File: config.mk
export PLATFORM = sky130hd
export DESIGN_NAME = decode_pipe
export DESIGN_NICKNAME = d
export VERILOG_FILES = /design/src/rtl/decode_pkg.sv /design/src/rtl/regfile_byp.sv /design/src/rtl/decode_pipe.sv
export SDC_FILE = /design/constraint.sdc
export NUM_CORES = 2
export LEC_CHECK = 0
export CAP_MARGIN = 5
export CORE_ASPECT_RATIO = 0.9
export CORE_MARGIN = 4
export CORE_UTILIZATION = 50
export DETAILED_ROUTE_END_ITERATION = 7
export PLACE_DENSITY = 0.63
export SETUP_SLACK_MARGIN = 0.15
export SLEW_MARGIN = 15
export SYNTH_ARGS = -nofsm -noshare
export SYNTH_HDL_FRONTEND = slang
export SYNTH_SLANG_ARGS = --single-unit
File: constraint.sdc
create_clock -name clk -period 6.51 [get_ports clk]
set_input_delay 1.302 -clock clk [delete_from_list [all_inputs] [get_ports clk]]
set_output_delay 1.302 -clock clk [all_outputs]
set_load 0.05 [all_outputs]
File: src/rtl/decode_pkg.sv
// Shared decode definitions: opcode constants, immediate formats and the
// per-opcode operand usage table consumed by the decode stage.
package decode_pkg;

    localparam logic [6:0] OP_LOAD   = 7'b0000011;
    localparam logic [6:0] OP_IMM    = 7'b0010011;
    localparam logic [6:0] OP_IMM32  = 7'b0011011;
    localparam logic [6:0] OP_JALR   = 7'b1100111;
    localparam logic [6:0] OP_STORE  = 7'b0100011;
    localparam logic [6:0] OP_BRANCH = 7'b1100011;
    localparam logic [6:0] OP_LUI    = 7'b0110111;
    localparam logic [6:0] OP_AUIPC  = 7'b0010111;
    localparam logic [6:0] OP_JAL    = 7'b1101111;
    localparam logic [6:0] OP_REG    = 7'b0110011;
    localparam logic [6:0] OP_REG32  = 7'b0111011;

    typedef enum logic [2:0] {
        IMM_I    = 3'd0,
        IMM_S    = 3'd1,
        IMM_B    = 3'd2,
        IMM_U    = 3'd3,
        IMM_J    = 3'd4,
        IMM_NONE = 3'd5
    } imm_type_t;

    typedef struct packed {
        imm_type_t imm_type;
        logic      uses_rs1;
        logic      uses_rs2;
    } op_info_t;

    // R/I/S/B formats read rs1; only R/S/B read rs2. U/J read no registers.
    function automatic op_info_t decode_opcode(input logic [6:0] opcode);
        op_info_t info;
        info.imm_type = IMM_NONE;
        info.uses_rs1 = 1'b0;
        info.uses_rs2 = 1'b0;
        case (opcode)
            OP_LOAD, OP_IMM, OP_IMM32, OP_JALR: begin
                info.imm_type = IMM_I;
                info.uses_rs1 = 1'b1;
            end
            OP_STORE: begin
                info.imm_type = IMM_S;
                info.uses_rs1 = 1'b1;
                info.uses_rs2 = 1'b1;
            end
            OP_BRANCH: begin
                info.imm_type = IMM_B;
                info.uses_rs1 = 1'b1;
                info.uses_rs2 = 1'b1;
            end
            OP_REG, OP_REG32: begin
                info.imm_type = IMM_NONE;
                info.uses_rs1 = 1'b1;
                info.uses_rs2 = 1'b1;
            end
            OP_LUI, OP_AUIPC: begin
                info.imm_type = IMM_U;
            end
            OP_JAL: begin
                info.imm_type = IMM_J;
            end
            default: begin
                info.imm_type = IMM_NONE;
            end
        endcase
        return info;
    endfunction

endpackage

File: src/rtl/regfile_byp.sv
// Register file with two combinational read ports, one write port and
// same-cycle write-through bypass; x0 is hardwired to zero.
module regfile_byp
    import decode_pkg::*;
#(
    parameter  int N    = 64,
    parameter  int NREG = 32,
    localparam int AW   = $clog2(NREG)
) (
    input  logic          clk,
    input  logic          reset,
    input  logic [AW-1:0] raddr1,
    input  logic [AW-1:0] raddr2,
    output logic [N-1:0]  rdata1,
    output logic [N-1:0]  rdata2,
    input  logic          we,
    input  logic [AW-1:0] waddr,
    input  logic [N-1:0]  wdata
);

    logic [N-1:0] regs_r [NREG];

    // Storage: cleared on reset (which also discards any write), x0 never written
    always_ff @(posedge clk) begin
        if (reset) begin
            for (int i = 0; i < NREG; i++) begin
                regs_r[i] <= {N{1'b0}};
            end
        end else if (we && (waddr != {AW{1'b0}})) begin
            regs_r[waddr] <= wdata;
        end
    end

    // Read port 1: x0 first so a write to x0 can never be bypassed
    always_comb begin
        if (raddr1 == {AW{1'b0}}) begin
            rdata1 = {N{1'b0}};
        end else if (we && (waddr == raddr1)) begin
            rdata1 = wdata;
        end else begin
            rdata1 = regs_r[raddr1];
        end
    end

    // Read port 2: same priority as port 1
    always_comb begin
        if (raddr2 == {AW{1'b0}}) begin
            rdata2 = {N{1'b0}};
        end else if (we && (waddr == raddr2)) begin
            rdata2 = wdata;
        end else begin
            rdata2 = regs_r[raddr2];
        end
    end

endmodule

File: src/rtl/decode_pipe.sv
// Decode stage: register read, immediate generation, load-use hazard
// detection and the ID/EX pipeline register.
module decode_pipe
    import decode_pkg::*;
#(
    parameter  int N    = 64,
    parameter  int NREG = 32,
    localparam int AW   = $clog2(NREG)
) (
    input  logic          clk,
    input  logic          reset,
    input  logic [31:0]   instr_D,
    input  logic          valid_D,
    input  logic          regWrite_W,
    input  logic [AW-1:0] writeAddr_W,
    input  logic [N-1:0]  writeData_W,
    input  logic          flush_E,
    output logic          stall_D,
    output logic          valid_E,
    output logic [31:0]   instr_E,
    output logic [N-1:0]  readData1_E,
    output logic [N-1:0]  readData2_E,
    output logic [N-1:0]  signImm_E,
    output logic [AW-1:0] rs1_E,
    output logic [AW-1:0] rs2_E,
    output logic [AW-1:0] rd_E
);

    logic [AW-1:0] rs1_s;
    logic [AW-1:0] rs2_s;
    logic [AW-1:0] rd_s;
    op_info_t      info_s;
    logic [31:0]   imm32_s;
    logic [N-1:0]  imm_s;
    logic [N-1:0]  rdata1_s;
    logic [N-1:0]  rdata2_s;
    logic          hazard_s;

    logic          valid_e_r;
    logic [31:0]   instr_e_r;
    logic [N-1:0]  rdata1_e_r;
    logic [N-1:0]  rdata2_e_r;
    logic [N-1:0]  imm_e_r;
    logic [AW-1:0] rs1_e_r;
    logic [AW-1:0] rs2_e_r;
    logic [AW-1:0] rd_e_r;

    assign rs1_s  = instr_D[15 +: AW];
    assign rs2_s  = instr_D[20 +: AW];
    assign rd_s   = instr_D[7 +: AW];
    assign info_s = decode_opcode(instr_D[6:0]);

    regfile_byp #(
        .N    (N),
        .NREG (NREG)
    ) u_regfile (
        .clk    (clk),
        .reset  (reset),
        .raddr1 (rs1_s),
        .raddr2 (rs2_s),
        .rdata1 (rdata1_s),
        .rdata2 (rdata2_s),
        .we     (regWrite_W),
        .waddr  (writeAddr_W),
        .wdata  (writeData_W)
    );

    // Assemble the 32-bit immediate; sign extension to N happens below
    always_comb begin
        imm32_s = 32'h0000_0000;
        case (info_s.imm_type)
            IMM_I:    imm32_s = {{20{instr_D[31]}}, instr_D[31:20]};
            IMM_S:    imm32_s = {{20{instr_D[31]}}, instr_D[31:25], instr_D[11:7]};
            IMM_B:    imm32_s = {{19{instr_D[31]}}, instr_D[31], instr_D[7],
                                 instr_D[30:25], instr_D[11:8], 1'b0};
            IMM_U:    imm32_s = {instr_D[31:12], 12'h000};
            IMM_J:    imm32_s = {{11{instr_D[31]}}, instr_D[31], instr_D[19:12],
                                 instr_D[20], instr_D[30:21], 1'b0};
            IMM_NONE: imm32_s = 32'h0000_0000;
            default:  imm32_s = 32'h0000_0000;
        endcase
    end

    assign imm_s = N'($signed(imm32_s));

    // Load in EX whose destination feeds an operand this instruction actually reads
    always_comb begin
        if (valid_e_r && (instr_e_r[6:0] == OP_LOAD) && (rd_e_r != {AW{1'b0}}) && valid_D) begin
            hazard_s = (info_s.uses_rs1 && (rs1_s == rd_e_r)) ||
                       (info_s.uses_rs2 && (rs2_s == rd_e_r));
        end else begin
            hazard_s = 1'b0;
        end
    end

    // A flush squashes decode outright, so it must never also hold fetch
    assign stall_D = hazard_s && !flush_E;

    // ID/EX register: reset, flush and hazard all insert an all-zero bubble
    always_ff @(posedge clk) begin
        if (reset || flush_E || hazard_s) begin
            valid_e_r  <= 1'b0;
            instr_e_r  <= 32'h0000_0000;
            rdata1_e_r <= {N{1'b0}};
            rdata2_e_r <= {N{1'b0}};
            imm_e_r    <= {N{1'b0}};
            rs1_e_r    <= {AW{1'b0}};
            rs2_e_r    <= {AW{1'b0}};
            rd_e_r     <= {AW{1'b0}};
        end else begin
            valid_e_r  <= valid_D;
            instr_e_r  <= instr_D;
            rdata1_e_r <= rdata1_s;
            rdata2_e_r <= rdata2_s;
            imm_e_r    <= imm_s;
            rs1_e_r    <= rs1_s;
            rs2_e_r    <= rs2_s;
            rd_e_r     <= rd_s;
        end
    end

    assign valid_E     = valid_e_r;
    assign instr_E     = instr_e_r;
    assign readData1_E = rdata1_e_r;
    assign readData2_E = rdata2_e_r;
    assign signImm_E   = imm_e_r;
    assign rs1_E       = rs1_e_r;
    assign rs2_E       = rs2_e_r;
    assign rd_E        = rd_e_r;

endmodule

* After elaboration in Yosys (flattened, before gate mapping)
Memory sizes are Yosys's and may differ from the RTL's. A register that Yosys moved wholly into a read port is not among the register bits.
Cells that the tools add are included.
** Operators by class
- Eq/ne operators :: 18
- Mux-type cells :: 13
- Reductions and logical operators :: 23
** Operators with widths (number)
- 32-bit case mux with 5 select lines :: 1
- 64-bit two-way mux :: 1
- 64-bit OR reduction :: 1
- 7-bit by 6-bit == test with 1-bit output, second input constant :: 4
- 7-bit by 5-bit == test with 1-bit output, second input constant :: 3
- 7-bit == test, second input constant :: 3
- 3-bit case mux with 5 select lines :: 1
- 7-bit by 2-bit == test with 1-bit output, second input constant :: 2
- 5-bit == test :: 2
- 5-bit zero test :: 2
- 5-bit nonzero test :: 2
- 1-bit two-way mux :: 9
- 4-bit OR reduction :: 2
- 8-bit OR reduction :: 1
- 1-bit logical AND :: 7
- 3-bit by 2-bit == test with 1-bit output, second input constant :: 2
- 2-bit OR reduction :: 3
- 5-bit two-way mux :: 1
- 3-bit by 1-bit == test with 1-bit output, second input constant :: 1
- 3-bit == test, second input constant :: 1
- 3-bit zero test :: 1
- 1-bit logical OR :: 3
- 1-bit zero test :: 1
** Word-level totals
- Flip-flop bits (word level) :: 80
- RAM bits :: 2048
- Input port bits :: 106
- Output and inout bits :: 241
- Logic and storage cells :: 61
- Memories kept :: 1
** Memory list
- u_regfile.regs_r :: words 32, width 64, read ports 2, clocked after Yosys merged registers in 2, write ports 32, line regfile_byp.sv:21 : logic [N-1:0] regs_r [NREG];

* Longest topological paths before layout
- Depth after elaboration :: 8
- Mapped depth :: 11
- Depth with buffers taken out :: 6

* Hierarchy
Synthesis repeated with hierarchy kept, for this count alone.
** Second synthesis, totals
- Cell total of the unflattened synthesis :: 7535
- Area, all modules :: 114368.4 um^2
** Modules (own cells, without submodules)
- regfile_byp :: times used 1, cells each 6952, area an instance 108053.6 um^2, sequential area each 61499.0 um^2
- decode_pipe :: times used 1, cells each 583, area an instance 6314.8 um^2, sequential area each 3863.7 um^2

* Worst setup path before layout
OpenSTA, ideal clock, no wires.
- Kind :: in2out
- Start point :: in instr_D[4]
- End point :: out stall_D
- Arrival time :: 3.503 ns
- Required time :: 5.208 ns
- Setup slack :: 1.705 ns
- Cell stages on the path :: 8
- Path buffers :: 3
- Path through :: clkbuf_2 -> or4b_1 -> o22ai_1 -> nand4_1 -> a221o_1 -> buf_6 -> buf_2 -> nor2_1
** On the way
- Longest elaborated chain between the ends :: 7
- Elaborated cells on any way between the ends :: 17
- Classes of those cells :: 8 x eq/ne; 3 x mux; 6 x reduce/logical
** Ends and longest elaborated chain
- from (decl) :: line decode_pipe.sv:12 : input logic [31:0] instr_D,
- 7-bit == test, or another cell as far along :: line decode_pkg.sv:38 : case (opcode)
- 8-bit OR reduction (no line) / 4-bit OR reduction (equally long branches)
- 1-bit two-way mux :: line decode_pkg.sv:38
- 1-bit logical AND (on tied branches) :: line decode_pipe.sv:89, decode_pipe.sv:90
- 1-bit logical OR (*) :: line decode_pipe.sv:89 : hazard_s = (info_s.uses_rs1 && (rs1_s == rd_e_r)) ||
- 1-bit two-way mux (*) :: line decode_pipe.sv:88 : if (valid_e_r && (instr_e_r[6:0] == OP_LOAD) && (rd_e_r != {AW{1'b0}}) && valid_D) begin
- 1-bit logical AND (*) :: line decode_pipe.sv:97 : assign stall_D = hazard_s && !flush_E;
- to (decl) :: line decode_pipe.sv:18 : output logic stall_D,
Mark *: on every way between the ends. The rest lies on a longest branch, timed or not.

* Worst setup path after layout
- Start point :: in instr_D[2]
- End point :: out stall_D
Same word-level chain as after synthesis.

==> impl_results.md <==
* Outcome: completed
* Headroom to the max-slew limit at 0.138
* First-pass GRT wire length at around 610000 microns
* Clk root buf: clkbuf_16
* CP max stage cell: or4b_1
* Synth Cell Area at around 0.11 sq mm
* Worst-path cell chain: clkdlybuf4s50_1 > or4b_1 > o22ai_1 > nand4_1 > a221o_1 > nor2_1 > buf_12
* PD cells at 271 mW/mm^2
* FF+latch area at 0.0654 sq mm
* Top achievable clock speed at around 0.20 GHz
* Post-synth ARST share at 0
* Routed Antenna Nets at 0
* Ys Warns at 0
* Post-synth EDFFs at ~2000
* Final setup fails at 0
* Routability Congestion at 0.878
* Gates resized, CTS repair at 0
* # nets final at a little under 8000
* DP Area at approximately 0.12 sq mm
* Drc violations at 0
* Max Cap Viol at 0
* Filler instances at roughly 18000
* CP required at 5.21 ns
* Largest net degree at the start of global routing at between 100 and 150
* Crit end category: output pin
* Sequential share of the synthesized area at 0.573
* Htree depth at 4
* Hold Path Origin: u_regfile.regs_r[2][29]
* Setup_tns at 0 ns
* Crit Reg-Reg Startpoint: instr_E[8]
* Hold buffers post-CTS at 0
* CTS buffer count at 233
* Initial Util at 0.502
* Footprint of the multi-input gates at ~0.045 sq mm
* Critical path class: in -> out
* Clock transition at path regs at 0.06 ns
* Clock Sinks at between 2000 and 2500
* DR WL/cell at 40.9 microns
* Area grow syn2layout at 12.8%
* Critical Path AT at roughly 3.7 ns
* DR vias at about 80000
* # IOs at 347
* Cell variety after synth at 63
* Primary FF master, synth: edfxtp_1
* CP max FO at 13
* Post-CTS setup buffer count at 0
* Post-Layout Inst Area at about 0.13 sq mm
* Chip height at 461 microns
* Worst Setup SP: instr_D[2]
* RSZ-0062 raised after global routing: false
* Clock latency on the worst-skew pair at 0.91 ns
* Worst slew pin tran at about 1.3 ns
* Minimum clock period at a little under 5 ns
* Hold Crit Class: reg -> reg
* Routed Wire Length at between 400000 and 500000 microns
* Commonest non-fill, non-tap cell in the layout: edfxtp_1
* Clock Skews at around 0.032 ns
* Most frequent cells in the layout: 2048 x edfxtp_1, 1985 x and2_1, 968 x mux4_2
* Vias in the first global route at 75500
* Grt total ovfl at 0
* DP HPWL at ~250000 microns
* Syn avg cell area at ~15 sq um
* IO buf count at roughly 350
* Fraction of layout cells with a size suffix above 1 at 0.218
* Die Span X at a little over 500 microns
* Die area at between 0.2 and 0.25 sq mm
* Clk buf depth at 3
* Crit share post-route at 0.763
* Max Slew Vio Count at 0
* Fin. Hold Viols at 0
* Pleak at about 44 nW
* CTS tree: done
* CP startpoint kind: input pin
* First DRT Iteration DRCs at between 15000 and 20000
* Num rows at 166
* Crit-path max cell delay at roughly 0.65 ns
* Initial antenna violation count at 78
* Vias per cell at about 7
* First-pass DRT Iterations at 8
* Yosys reg bits at ~2200
* Synthesized netlist cell count at 7695
* Global-route usage over all layers at 0.376
* Core area at between 0.2 and 0.25 sq mm
* Worst-case vdd ir drop at between 300 and 400 uV
[per-layer routing]
| layer | wire (microns) | track usage | part of all wire |
|---|---|---|---|
| met5 | 66 | 0 | 0.00015 |
| met4 | 29400 | 0.210 | 0.065 |
| met3 | 65700 | 0.107 | 0.15 |
| met2 | 199000 | 0.558 | 0.44 |
| met1 | 156000 | 0.503 | 0.35 |
[registers in the layout (all words and copies together) (netlist names)]
register          count
instr_E              32
readData1_E          64
readData2_E          64
signImm_E            32
u_regfile.regs_r   2048
valid_E               1
[logic make-up (layout without fill, tap and decap cells)]
family                    count (synthesis)  in the layout  share of synthesized area
other                                     1            131                  0.0000329
muxes                                  1185           1185                      0.210
AOI/OAI and AO/OA                       738            738                     0.0440
xor gates and xnor gates                 20             20                    0.00154
buffers and inverters                   898           1062                     0.0350
and+or+nand+nor                        2612           2612                      0.136
DFF                                    2241           2241                      0.573
[report_power, final]
part	total, mW	internal [mW]	switching, mW
clock	13.7	7.69	5.97
sequential	16.9	16.5	0.414
combinational	4.29	1.65	2.65
[synthesized netlist by cell type, types with 26 or more instances]
cell	count	area (sq um)
nand2_1	84	315
nand3_1	66	330
o22ai_1	129	807
nor2_1	200	751
nor3_1	119	596
o21ai_0	39	195
dfxtp_1	193	3860
buf_1	45	169
a22oi_1	230	1730
a22o_1	32	280
mux4_2	968	21800
buf_2	127	636
and3_1	43	269
a21oi_1	173	866
buf_4	96	721
and2_1	1986	12400
edfxtp_1	2048	61500
a211oi_1	58	435
clkbuf_1	611	2290
nor2b_1	26	163
or2_2	37	231
a221oi_1	31	272
mux2i_1	211	2110
[layout make-up]
| type | instances | area share |
|---|---|---|
| sequential | 2241 | 0.508 |
| tap | 3024 | 0.0294 |
| multi-input combinational | 4619 | 0.353 |
| antenna | 67 | 0.00130 |
| inverter | 5 | 0.000185 |
| clock inverter | 99 | 0.00693 |
| timing repair buffer | 617 | 0.0486 |
| clock buffer | 341 | 0.0530 |
[stage by stage]
step	worst slack (ns)	instances	power (mW)	utilization	hold WS, ns
final	1.54	11000	34.8	0.567	0.881
after global routing	1.49	11000	35.6	0.566	0.871
after CTS	1.58	10900	34.7	0.566	0.846
after detailed placement	1.29	10500	21.4	0.532	0.867
after global placement	1.31	10500	21.3	0.532	0.831
after floorplan	1.70	7758	19.6	-	0.774
[path summary, 6_finish.rpt]
check / end / slack [ns] / cells after the start
worst min-delay path: readData1_E[29] / 0.88 / 5
worst min register to register: readData1_E[29] / 0.88 / 5
worst max-delay path: stall_D / 1.54 / 7
worst max register to register: readData2_E[12] / 3.12 / 7
[critical path, delay by kind of cell]
| kind | cells | cell delay, ns |
|---|---|---|
| and+or+nand+nor | 3 | 1.00 |
| buffers and inverters | 2 | 0.80 |
| AOI/OAI and AO/OA | 2 | 0.56 |
Power figures use the tool's default switching activity.
